**config.mk**
```make
export PLATFORM = sky130hd
export DESIGN_NAME = fdiv_seq_ctrl
export DESIGN_NICKNAME = d
export VERILOG_FILES = /design/src/rtl/fdiv_seq_ctrl.sv
export SDC_FILE = /design/constraint.sdc
export NUM_CORES = 1
export LEC_CHECK = 0
export ABC_CLOCK_PERIOD_IN_PS = 3600
export CAP_MARGIN = 20
export CORE_MARGIN = 2
export CORE_UTILIZATION = 40
export CTS_CLUSTER_DIAMETER = 40
export DETAILED_ROUTE_END_ITERATION = 8
export PLACE_DENSITY_LB_ADDON = 0.3
export RECOVER_POWER = 100
export SLEW_MARGIN = 0
export SYNTH_ARGS = -nofsm -noshare
export SYNTH_HDL_FRONTEND = slang
export SYNTH_SLANG_ARGS = --single-unit
export TNS_END_PERCENT = 5
```
**constraint.sdc**
```tcl
create_clock -name fin -period 3.6 [get_ports fin]
set_input_delay 0.9 -clock fin [delete_from_list [all_inputs] [get_ports fin]]
set_output_delay 0.9 -clock fin [all_outputs]
set_load 0.005 [all_outputs]
```
**src/rtl/fdiv_seq_ctrl.sv**
```systemverilog
// rtl/fdiv_seq_ctrl.sv - plays a {divide ratio, duration} table into one fDiv instance
// Define FDIV_SEQ_LOOP_EN to repeat the sequence until stop instead of one-shot playback.
module fdiv_seq_ctrl #(
  parameter int DEPTH = 8,
  parameter int AW    = 3,
  parameter int DUR_W = 16
) (
  input  logic             fin,
  input  logic             reset,
  input  logic             wr_en,
  input  logic [AW-1:0]    wr_addr,
  input  logic [31:0]      wr_div,
  input  logic [DUR_W-1:0] wr_dur,
  input  logic [AW:0]      seq_len,
  input  logic             start,
  input  logic             stop,
  input  logic             tick,
  output logic [31:0]      div_n,
  output logic             div_reset,
  output logic             busy,
  output logic             done,
  output logic [AW-1:0]    cur_idx
);

  typedef enum logic [1:0] {IDLE, LOAD, PLAY, NEXT} state_t;

  localparam logic [AW:0] DEPTH_L = (AW+1)'(DEPTH);

  state_t           state;
  logic [DUR_W-1:0] dur_cnt;
  logic [31:0]      tab_div [DEPTH];
  logic [DUR_W-1:0] tab_dur [DEPTH];
  logic [AW:0]      len_c;
  logic             last_idx;

  assign len_c     = (seq_len > DEPTH_L) ? DEPTH_L : seq_len;
  assign last_idx  = (({1'b0, cur_idx} + (AW+1)'(1)) >= len_c);
  assign div_reset = (state != PLAY);
  assign busy      = (state != IDLE);

  // Table has no reset; contents survive a controller reset.
  always_ff @(posedge fin) begin
    if (wr_en) begin
      tab_div[wr_addr] <= wr_div;
      tab_dur[wr_addr] <= wr_dur;
    end
  end

  always_ff @(posedge fin or negedge reset) begin
    if (!reset) begin
      state   <= IDLE;
      div_n   <= '0;
      done    <= 1'b0;
      cur_idx <= '0;
      dur_cnt <= '0;
    end else begin
      done <= 1'b0;
      if (stop) begin
        state   <= IDLE;
        div_n   <= '0;
        cur_idx <= '0;
        dur_cnt <= '0;
      end else begin
        case (state)
          IDLE: begin
            if (start) begin
              if (len_c != '0) begin
                state   <= LOAD;
                cur_idx <= '0;
              end else begin
                done <= 1'b1;
              end
            end
          end
          LOAD: begin
            div_n   <= tab_div[cur_idx];
            dur_cnt <= tab_dur[cur_idx];
            state   <= (tab_dur[cur_idx] != '0) ? PLAY : NEXT;
          end
          PLAY: begin
            if (tick) begin
              dur_cnt <= dur_cnt - DUR_W'(1);
              if (dur_cnt == DUR_W'(1)) state <= NEXT;
            end
          end
          NEXT: begin
            if (last_idx) begin
`ifdef FDIV_SEQ_LOOP_EN
              state   <= LOAD;
              cur_idx <= '0;
`else
              state   <= IDLE;
              done    <= 1'b1;
              div_n   <= '0;
              cur_idx <= '0;
`endif
            end else begin
              state   <= LOAD;
              cur_idx <= cur_idx + AW'(1);
            end
          end
          default: state <= IDLE;
        endcase
      end
    end
  end

endmodule

```
# Word-level counts from Yosys, hierarchy flattened
# Memory sizes are Yosys's and may differ from the RTL's.
# Index checks and enable logic that the tools add are counted.
# W data, S select, Z words.
# totals
mem_count	2
regBits	54
in_bits	61
mem_bits_rw	384
# classes
n_lt_le_gt_ge	2
reduce_logical	11
addsub	3
mux	27
n_eq_ne	10
# mem_list
memory	words	word_bits	read_ports	rd_ports_with_merged_regs	wr	line	rtl
tab_div	8	32	1	0	1	31	logic [31:0] tab_div [DEPTH];
tab_dur	8	16	1	0	1	32	logic [DUR_W-1:0] tab_dur [DEPTH];
# ops
cell	n
$mux W32	2
$pmux W32 S2	1
$mux W16	2
$pmux W16 S2	1
$eq A16 B1 Y1 const B	1
$reduce_bool A16 Y1	1
$sub A16 B1 Y16 const B	1
$ne A3 B3 Y1 const B	5
$mux W3	4
$mux W2	5
$reduce_bool A3 Y1	3
$mux W1	8
$pmux W2 S4	1
$pmux W3 S2	1
$add A3 B1 Y4 const B	1
$eq A2 B2 Y1 const B	2
$ge A4 B4 Y1	1
$gt A4 B4 Y1 const B	1
$mux W4	1
$reduce_and A2 Y1	2
$reduce_and A4 Y1	1
$reduce_bool A4 Y1	1
$add A3 B1 Y3 const B	1
$reduce_and A3 Y1	1
5 further kinds	5

# Longest topological paths before layout
# depth
depth_word	7
depth_mapped	13
ltp_nobuf	8

# Worst setup path after synthesis
# Ideal clock, no wire load.
# synth_timing
kind	input to register
from	input port wr_addr[1]
to	memory tab_div[0][0] (enable)
stages	2
path_slack_ps	-1271
required_time_ps	3087
t_arrival_ps	4357
path_cell_list	nand2b_1 -> nor3_1
# synth_lines
element	line	rtl
start, declared	11	input logic [AW-1:0] wr_addr,
end, declared	31	
# No word-level cell before the write port.

# Final worst setup path
# layout_timing
from	register cur_idx[1]
to	output port cur_idx[1]
# layout_lines
element	line	rtl
start, declared	22	output logic [AW-1:0] cur_idx
start signal, assigned	99	cur_idx <= cur_idx + AW'(1);
# No word-level cell between the ends.

==> summary.md <==
| Metric | Value |
|---|---|
| Outcome | `complete, but fails checks` |
| Violated checks | `max-capacitance violations, max-slew violations` |
| Wirelength per Cell | `21.8 um` |
| Post-synth EDFFs | `384` |
| Cell Area, Synth | `0.0174 mm2` |
| CTS max path bufs | `3` |
| Slew at the pin closest to its max-slew limit | `1750 ps` |
| Final setup fails | `0` |
| Chip Width | `212 um` |
| Syn nets | `982` |
| Area of the multi-input gates | `0.00427 mm2` |
| Critical path peak fanout | `17` |
| Post-DRT Antenna Nets | `0` |
| Highest clock rate | `0.323 GHz` |
| Yosys top cell by area | `edfxtp_1` |
| Area growth syn-to-layout | `19.0%` |
| Post-CTS Setup Repair Bufs | `0` |
| CP Launch Type | `flip-flop` |
| Critical path endpoint category | `primary output` |
| RSZ-0062 raised after global routing | `no` |
| P per Cell Area | `603 mW/mm2` |
| 1st-iter DRT viols | `680` |
| Hpwl dp | `19.7 mm` |
| Worst Path Required | `2700 ps` |
| Fin Hold WS | `515 ps` |
| DRC viols | `0` |
| Clock skew | `22.6 ps` |
| Final Hold Fails | `0` |
| Static leakage | `6.67 nW` |
| Yosys warnings | `0` |
| Most used DFF post-synth | `edfxtp_1` |
| Netlist cell types | `51` |
| Slowest CP cell | `clkdlybuf4s50_1` |
| Post-synthesis cell count | `909` |
| Top layer in use | `met5` |
| Hold Path Stages | `2` |
| Critical Path Max Stage Delay | `630 ps` |
| Met3 wire length | `1.61 mm` |
| Gp weighted congestion | `0.819` |
| Synth top area cells | `edfxtp_1 66%, mux4_2 12%, dfrtp_1 7.8%` |
| Die height | `212 um` |
| Synthesized flop and latch total | `438` |
| Synth top area share | `0.665` |
| Initial Utilization | `0.404` |
| Peak supply drop | `0.330 mV` |
| PnR worst setup slack | `504 ps` |
| Nets | `1104` |
| Top cells by instance count after synthesis | `384 x edfxtp_1, 96 x mux4_2, 60 x nand2_1` |
| First-pass GRT wire length | `55.6 mm` |
| Num Clock Sinks | `438` |
| Die area | `0.0451 mm2` |
| CTS Buf Count | `47` |
| Register area share after synthesis | `0.742` |
| Input/output buffers | `98` |
| R2R depth | `10` |
| Top-count cell post-synth | `edfxtp_1` |
| HP Class | `flip-flop to flip-flop` |
| Crit path arrival time | `2200 ps` |
| Share of post-route cells with drive strength above 1 | `0.200` |
| Pins Over Slew Limit | `343` |
| Vias | `8672` |
| Io pins | `99` |
| Drt pass-1 iters | `5` |
| Critical path type | `flip-flop to primary output` |
| Fin util | `0.480` |
| Number of fill cells | `3631` |
| Metal-1 WL | `15.9 mm` |
| Vias per cell | `5.24` |
| Syn Area/Cell | `19.1 um2` |
| Skew-Pair Late Insertion Delay | `570 ps` |
| Crit path time final | `3100 ps` |
| Initial antenna violation count | `8` |
| Post_cts resized | `0` |
| Overflow after GRT | `0` |
| Wire length on met2 | `17.7 mm` |
| Total area of sequential cells | `0.0129 mm2` |
| Clock tree from TritonCTS | `yes` |
| Largest net degree at the start of global routing | `86` |
| Final period util | `0.860` |
| Vias in the first global route | `9154` |
| Hold Buf Count CTS | `0` |
| Cell Chain, Critical Path | `clkbuf_2 -> clkdlybuf4s50_1` |
| H-tree Lvls | `2` |
| Max Cap Viol | `7` |
| Power, Total | `12.5 mW` |
| Final wirelength | `36.1 mm` |
| Reg clk slew, reported paths | `60 ps` |
| # rows | `76` |
| Worst relative slew slack | `-0.170` |
| Placement Setup Slack | `402 ps` |
| GRT Total Usage | `0.165` |
| Core area | `0.0430 mm2` |
| Share of flip-flops with an asynchronous set or reset | `0.123` |
| Root Driver | `clkbuf_16` |
-- power breakdown --
part,switching (mW),internal (mW),total (mW)
clock,2.01,2.83,4.84
combinational,0.911,0.654,1.57
sequential,0.194,5.85,6.05
total,3.12,9.33,12.5
-- layer usage --
metal | track usage | vias up
met5 | 0 | -
met4 | 0.0497 | 8
met3 | 0.0338 | 56
met2 | 0.275 | 186
met1 | 0.219 | 4496
li1 | - | 3926
-- critical path: cells and delay by family, from the launching register on --
| kind | cells | cell delay, ps |
|---|---|---|
| buffers and inverters | 2 | 1180 |
| DFF | 1 | 450 |
-- flip-flops by register name, summed over array words and instances (netlist names) --
signal and cells:
tab_dur 128, div_n 32, state 2, tab_div 256
dur_cnt 16, done 1, cur_idx 3
-- area by class of cell --
| type | count | share of cell area |
|---|---|---|
| timing repair buffer | 121 | 0.0546 |
| sequential | 438 | 0.625 |
| clock inverter | 35 | 0.0184 |
| clock buffer | 52 | 0.0584 |
| antenna | 2 | 0.000242 |
| inverter | 9 | 0.00164 |
| multi-input combinational | 414 | 0.207 |
| tap | 585 | 0.0355 |
-- worst paths after layout --
kind	from	endpoint	slack, ps
min in group asynchronous	reset	div_n[4]$_DFFE_PN0P_	670
setup / recovery	cur_idx[1]$_DFFE_PN0P_	cur_idx[1]	500
setup reg to reg	state[0]$_DFFE_PN0P_	dur_cnt[11]$_DFFE_PN0P_	620
hold reg to reg	div_n[0]$_DFFE_PN0P_	div_n[0]$_DFFE_PN0P_	510
max in group asynchronous	reset	dur_cnt[10]$_DFFE_PN0P_	1030
hold / removal	div_n[0]$_DFFE_PN0P_	div_n[0]$_DFFE_PN0P_	510
-- logic make-up (layout without fill, tap and decap cells) --
group	Yosys count	in the layout	share of synthesized area
flops	438	438	0.742
simple gates	151	151	0.0431
mux	147	147	0.155
compound gates	103	103	0.0349
buf+inv	57	217	0.0151
fa+ha+maj	12	12	0.00865
xor+xnor	1	1	0.000505
other cells	0	2	0
-- cell usage in the layout, fill, tap and decap left out, drive strengths merged, types with 29 or more instances in the layout --
cell	instances
dlygate4sd3	86
or3	33
edfxtp	384
nand2	60
o21ai	29
a21oi	40
dfrtp	54
clkbuf	68
mux4	96
mux2i	38
-- stage by stage --
stage	setup TNS, ps	cells	cell area [um2]
finish	0	1656	20600
global route	0	1655	20600
CTS	0	1654	20800
detailed placement	0	1567	19200
global placement	0	1567	19200
floorplan	-56900	909	17400
No activity file was read; power rests on OpenSTA's default activity.
